## src/rtl/hamming_tx_scheduler.sv

```systemverilog
// Hamming(7,4) transmit scheduler: grants bytes from two requesters round-robin and
// pushes each byte through an external encoder as low then high nibble to a serializer.
module hamming_tx_scheduler #(
  parameter int unsigned ENC_TIMEOUT = 4
) (
  input  logic       clk,
  input  logic       rst_n,
  input  logic       req0_valid,
  input  logic [7:0] req0_data,
  output logic       req0_ready,
  input  logic       req1_valid,
  input  logic [7:0] req1_data,
  output logic       req1_ready,
  output logic       enc_ena,
  output logic [3:0] enc_data,
  input  logic [6:0] enc_code,
  input  logic       enc_valid,
  output logic [6:0] out_code,
  output logic       out_src,
  output logic       out_half,
  output logic       out_valid,
  input  logic       out_ready,
  output logic       err
);

  typedef enum logic [2:0] {
    IDLE, ENC_LO, WAIT_LO, SEND_LO, ENC_HI, WAIT_HI, SEND_HI
  } state_e;

  localparam logic [3:0] CNT_LAST = 4'(ENC_TIMEOUT - 1);

  state_e     state_q, state_d;
  logic       pri_q, pri_d;
  logic [7:0] byte_q, byte_d;
  logic       src_q, src_d;
  logic [3:0] cnt_q, cnt_d;
  logic       enc_ena_q, enc_ena_d;
  logic [3:0] enc_data_q, enc_data_d;
  logic [6:0] out_code_q, out_code_d;
  logic       out_half_q, out_half_d;
  logic       out_valid_q, out_valid_d;
  logic       err_q, err_d;
  logic       grant, gnt_src;

  always_comb begin
    state_d     = state_q;
    pri_d       = pri_q;
    byte_d      = byte_q;
    src_d       = src_q;
    cnt_d       = cnt_q;
    enc_ena_d   = 1'b0;
    enc_data_d  = enc_data_q;
    out_code_d  = out_code_q;
    out_half_d  = out_half_q;
    out_valid_d = out_valid_q;
    err_d       = 1'b0;
    grant       = 1'b0;
    gnt_src     = 1'b0;
    unique case (state_q)
      IDLE: begin
        if (req0_valid || req1_valid) begin
          // Priority only matters on a tie; the winner hands priority to the other side.
          gnt_src    = (req0_valid && req1_valid) ? pri_q : req1_valid;
          grant      = 1'b1;
          byte_d     = gnt_src ? req1_data : req0_data;
          src_d      = gnt_src;
          pri_d      = ~gnt_src;
          enc_ena_d  = 1'b1;
          enc_data_d = gnt_src ? req1_data[3:0] : req0_data[3:0];
          state_d    = ENC_LO;
        end
      end
      ENC_LO, ENC_HI: begin
        cnt_d   = '0;
        state_d = (state_q == ENC_LO) ? WAIT_LO : WAIT_HI;
      end
      WAIT_LO, WAIT_HI: begin
        if (enc_valid) begin
          out_code_d  = enc_code;
          out_half_d  = (state_q == WAIT_HI);
          out_valid_d = 1'b1;
          state_d     = (state_q == WAIT_LO) ? SEND_LO : SEND_HI;
        end else if (cnt_q == CNT_LAST) begin
          err_d   = 1'b1;
          state_d = IDLE;
        end else begin
          cnt_d = cnt_q + 4'd1;
        end
      end
      SEND_LO: begin
        if (out_ready) begin
          out_valid_d = 1'b0;
          enc_ena_d   = 1'b1;
          enc_data_d  = byte_q[7:4];
          state_d     = ENC_HI;
        end
      end
      SEND_HI: begin
        if (out_ready) begin
          out_valid_d = 1'b0;
          state_d     = IDLE;
        end
      end
      default: state_d = IDLE;
    endcase
  end

  always_ff @(posedge clk or negedge rst_n) begin
    if (!rst_n) begin
      state_q     <= IDLE;
      pri_q       <= 1'b0;
      byte_q      <= '0;
      src_q       <= 1'b0;
      cnt_q       <= '0;
      enc_ena_q   <= 1'b0;
      enc_data_q  <= '0;
      out_code_q  <= '0;
      out_half_q  <= 1'b0;
      out_valid_q <= 1'b0;
      err_q       <= 1'b0;
    end else begin
      state_q     <= state_d;
      pri_q       <= pri_d;
      byte_q      <= byte_d;
      src_q       <= src_d;
      cnt_q       <= cnt_d;
      enc_ena_q   <= enc_ena_d;
      enc_data_q  <= enc_data_d;
      out_code_q  <= out_code_d;
      out_half_q  <= out_half_d;
      out_valid_q <= out_valid_d;
      err_q       <= err_d;
    end
  end

  // Accept pulses are same-cycle with the grant decision; held low while in reset.
  assign req0_ready = rst_n && grant && !gnt_src;
  assign req1_ready = rst_n && grant && gnt_src;
  assign enc_ena    = enc_ena_q;
  assign enc_data   = enc_data_q;
  assign out_code   = out_code_q;
  assign out_src    = src_q;
  assign out_half   = out_half_q;
  assign out_valid  = out_valid_q;
  assign err        = err_q;

endmodule

```

## config.mk

```make
export PLATFORM = sky130hd
export DESIGN_NAME = hamming_tx_scheduler
export DESIGN_NICKNAME = d
export VERILOG_FILES = /design/src/rtl/hamming_tx_scheduler.sv
export SDC_FILE = /design/constraint.sdc
export NUM_CORES = 1
export LEC_CHECK = 0
export CORE_MARGIN = 4
export CORE_UTILIZATION = 45
export CTS_BUF_LIST = sky130_fd_sc_hd__clkbuf_8 sky130_fd_sc_hd__clkbuf_16
export DETAILED_ROUTE_END_ITERATION = 8
export GPL_TIMING_DRIVEN = 0
export HOLD_SLACK_MARGIN = 0.06
export PLACE_DENSITY = 0.78
export SLEW_MARGIN = 20
export SYNTH_ARGS = -nofsm -noshare
export SYNTH_HDL_FRONTEND = slang
export SYNTH_SLANG_ARGS = --single-unit
```

## constraint.sdc

```tcl
create_clock -name clk -period 2.3 [get_ports clk]
set_input_delay 0.69 -clock clk [delete_from_list [all_inputs] [get_ports clk]]
set_output_delay 0.69 -clock clk [all_outputs]
set_load 0.1 [all_outputs]
```

==> flow_metrics.tcl <==
set metrics [dict create \
    status "completed" \
    insertion_delay_ns 0.27 \
    avgSynthCellArea_um2 10.24 \
    drtAntennaViolNets 0 \
    syn_to_final_growth_pct 42.63 \
    rows 20 \
    die_h_um 65.45 \
    final-max-slew-violation-count 0 \
    grt_use_total 0.1901 \
    worst_setup_path_end_kind "primary output" \
    drtIter0Drc 87 \
    rsz0062_at_grt "true" \
    synthAdderAreaFrac 0.008425 \
    hold_viol 0 \
    root_buffer "clkbuf_8" \
    cp-start-kind "flop" \
    cts_buffer_depth 2 \
    setup_violations 0 \
    dp_cells 234 \
    fmax_mhz 435.8 \
    numCtsBuffers 3 \
    portBuffers 45 \
    crit_arrival_ns 1.60 \
    synth_seq_area_share 0.4718 \
    grt-ovfl-total 0 \
    wl_mm 3.700 \
    synthXorXnorAreaFrac 0.005897 \
    drt-vias-per-instance 5.572 \
    clk_pin_slew_ns 0.09 \
    cp_max_fo 10 \
    grt_pass1_wl_mm 6.203 \
    start_util 0.4786 \
    numClockSinks 28 \
    synth_compound_area_frac 0.1702 \
    yosys.area_share.simple 0.1837 \
    synthArstFlopShare 1.000 \
    finalNetCount 231 \
    period_share 0.9976 \
    synth_warnings 0 \
    slew_headroom 0.3551 \
    core_area_um2 3103 \
    h-tree-depth 1 \
    hpwl_mm 2.726 \
    instances_no_fill 243 \
    drv_cap 0 \
    critPathKind "flop to primary output" \
    drc 0 \
    synth.distinct_cells 35 \
    dieArea_um2 4284 \
    chipWidth_um 65.45 \
    vias 1354 \
    worst_pin_slew_ns 0.9712 \
    routabilityCongestion 0.7734 \
    synthFlopType "dfrtp_1" \
    first_pass_iters 4 \
    final_cell_mix "dfrtp_1, clkdlybuf4s50_1, dlygate4sd2_1, o21ai_0, nor2_1" \
    io_pins 47 \
    min_path_type "primary input to asynchronous set/reset pin" \
    final_common_cell "dfrtp_1" \
    clock_skew_ns 0.006995 \
    grt_max_degree 31 \
    syn_inst 145 \
    synth_seq_cells 28 \
    post_drt_wl_per_cell_um 15.23 \
    num_antenna_cells 0 \
    fillers 268 \
    drive_above_1_share 0.1910 \
    synth_top_family_by_area "simple AND/OR/NAND/NOR gates" \
    cts_tree "yes" \
    antenna_found_initial 0 \
    period_minus_slack_ns 2.294 \
    first_global_vias 1320 \
    holdBufCountCts 0 \
    netlist_area_um2 1485 \
    muxShareOfSynthArea 0.1146 \
    synth-edff-count 0 \
    syn-num-nets 175 \
    worst_ep_required_time_ns 1.61 \
]
-- worst paths after layout --
| path | depth (start not counted) | end | slack, ns | start |
|---|---|---|---|---|
| max | 5 | req0_ready | 0.006 | state_q[1]$_DFFE_PN0P_ |
| min | 1 | out_code[5]$_DFFE_PN0P_ | 0.32 | rst_n |
| max reg2reg | 5 | out_code[1]$_DFFE_PN0P_ | 0.65 | state_q[2]$_DFFE_PN0P_ |
| min reg2reg | 1 | out_src$_DFFE_PN0P_ | 0.49 | out_src$_DFFE_PN0P_ |
| max in group asynchronous | 1 | pri_q$_DFFE_PN0P_ | 1.71 | rst_n |
| min in group clk | 1 | out_src$_DFFE_PN0P_ | 0.49 | out_src$_DFFE_PN0P_ |
-- what timing repair did --
action / 4_1_cts / 5_1_grt
endpoints found under the setup margin: 18 / 2
gates resized for setup: 46 / 6
pin swaps: 4 / 2
buffers inserted: 4 / 2
-- worst max-delay path, stage by stage (launching register included) --
cell and delay [ns]:
dfrtp_1 0.38, buf_6 0.14, or2_4 0.26, nor3_4 0.16
and3_4 0.22, buf_12 0.17
-- registers in the layout (all words and copies together), names as in the netlist --
register / cells
enc_data: 4
out_half: 1
enc_ena: 1
out_code: 7
err: 1
byte_q: 4
pri_q: 1
cnt_q: 4
out_src: 1
state_q: 3
out_valid: 1
-- layer usage --
layer | part of all wire | global-route usage
met1 | 0.42 | 0.2259
met2 | 0.51 | 0.3350
met4 | 0.019 | 0.09067
met5 | 0 | 0
met3 | 0.048 | 0.02735
-- synth_stat cells, types with 2 or more instances --
| library cell | instances | area share |
|---|---|---|
| nand2b_1 | 4 | 0.017 |
| nor2b_1 | 2 | 0.0084 |
| nand2_1 | 7 | 0.018 |
| nor2_1 | 11 | 0.028 |
| dfrtp_1 | 28 | 0.47 |
| nor3_1 | 3 | 0.010 |
| and3_1 | 5 | 0.021 |
| a21oi_1 | 9 | 0.030 |
| a21o_1 | 4 | 0.020 |
| a221o_1 | 4 | 0.027 |
| mux2i_1 | 2 | 0.013 |
| inv_1 | 6 | 0.015 |
| and2_1 | 2 | 0.0084 |
| buf_6 | 2 | 0.015 |
| mux2_2 | 4 | 0.030 |
| nand3b_1 | 6 | 0.030 |
| a31oi_1 | 5 | 0.021 |
| mux2_4 | 7 | 0.071 |
| nand3_1 | 3 | 0.010 |
| buf_2 | 3 | 0.010 |
| o21ai_0 | 13 | 0.044 |
| clkbuf_1 | 2 | 0.0051 |
-- through the flow --
stage | utilization | hold slack [ns] | worst slack (ns) | TNS [ns] | area [µm²]
after global routing | 0.6827 | 0.3460 | -0.04492 | -0.04550 | 2118
final | 0.6827 | 0.3210 | 0.005575 | 0 | 2118
after detailed placement | 0.6492 | 0.4785 | -1.780 | -3.989 | 2014
after global placement | 0.6508 | 0.4613 | -1.980 | -4.083 | 2019
after floorplan | - | 0.3944 | 0.01506 | 0 | 1514
after CTS | 0.6770 | 0.3297 | -0.03676 | -0.03676 | 2101
-- cells by family (layout without fill, tap and decap cells) --
family,Yosys count,in the layout
simple gates,49,49
compound gates,40,40
flops,28,28
mux,13,13
buf+inv,13,67
fa+ha+maj,1,1
xor+xnor,1,1
-- area by class of cell --
class / instances / area (µm²) / share of cell area
timing repair buffer: 51 / 489.2 / 0.2310
multi-input combinational: 104 / 762.0 / 0.3597
clock buffer: 3 / 41.29 / 0.01949
inverter: 6 / 22.52 / 0.01063
tap: 44 / 55.05 / 0.02599
buffer: 7 / 47.55 / 0.02245
sequential: 28 / 700.7 / 0.3308
Power is not shown: default switching activity piles up to over one toggle a cycle in this logic, so the estimate is an artifact.
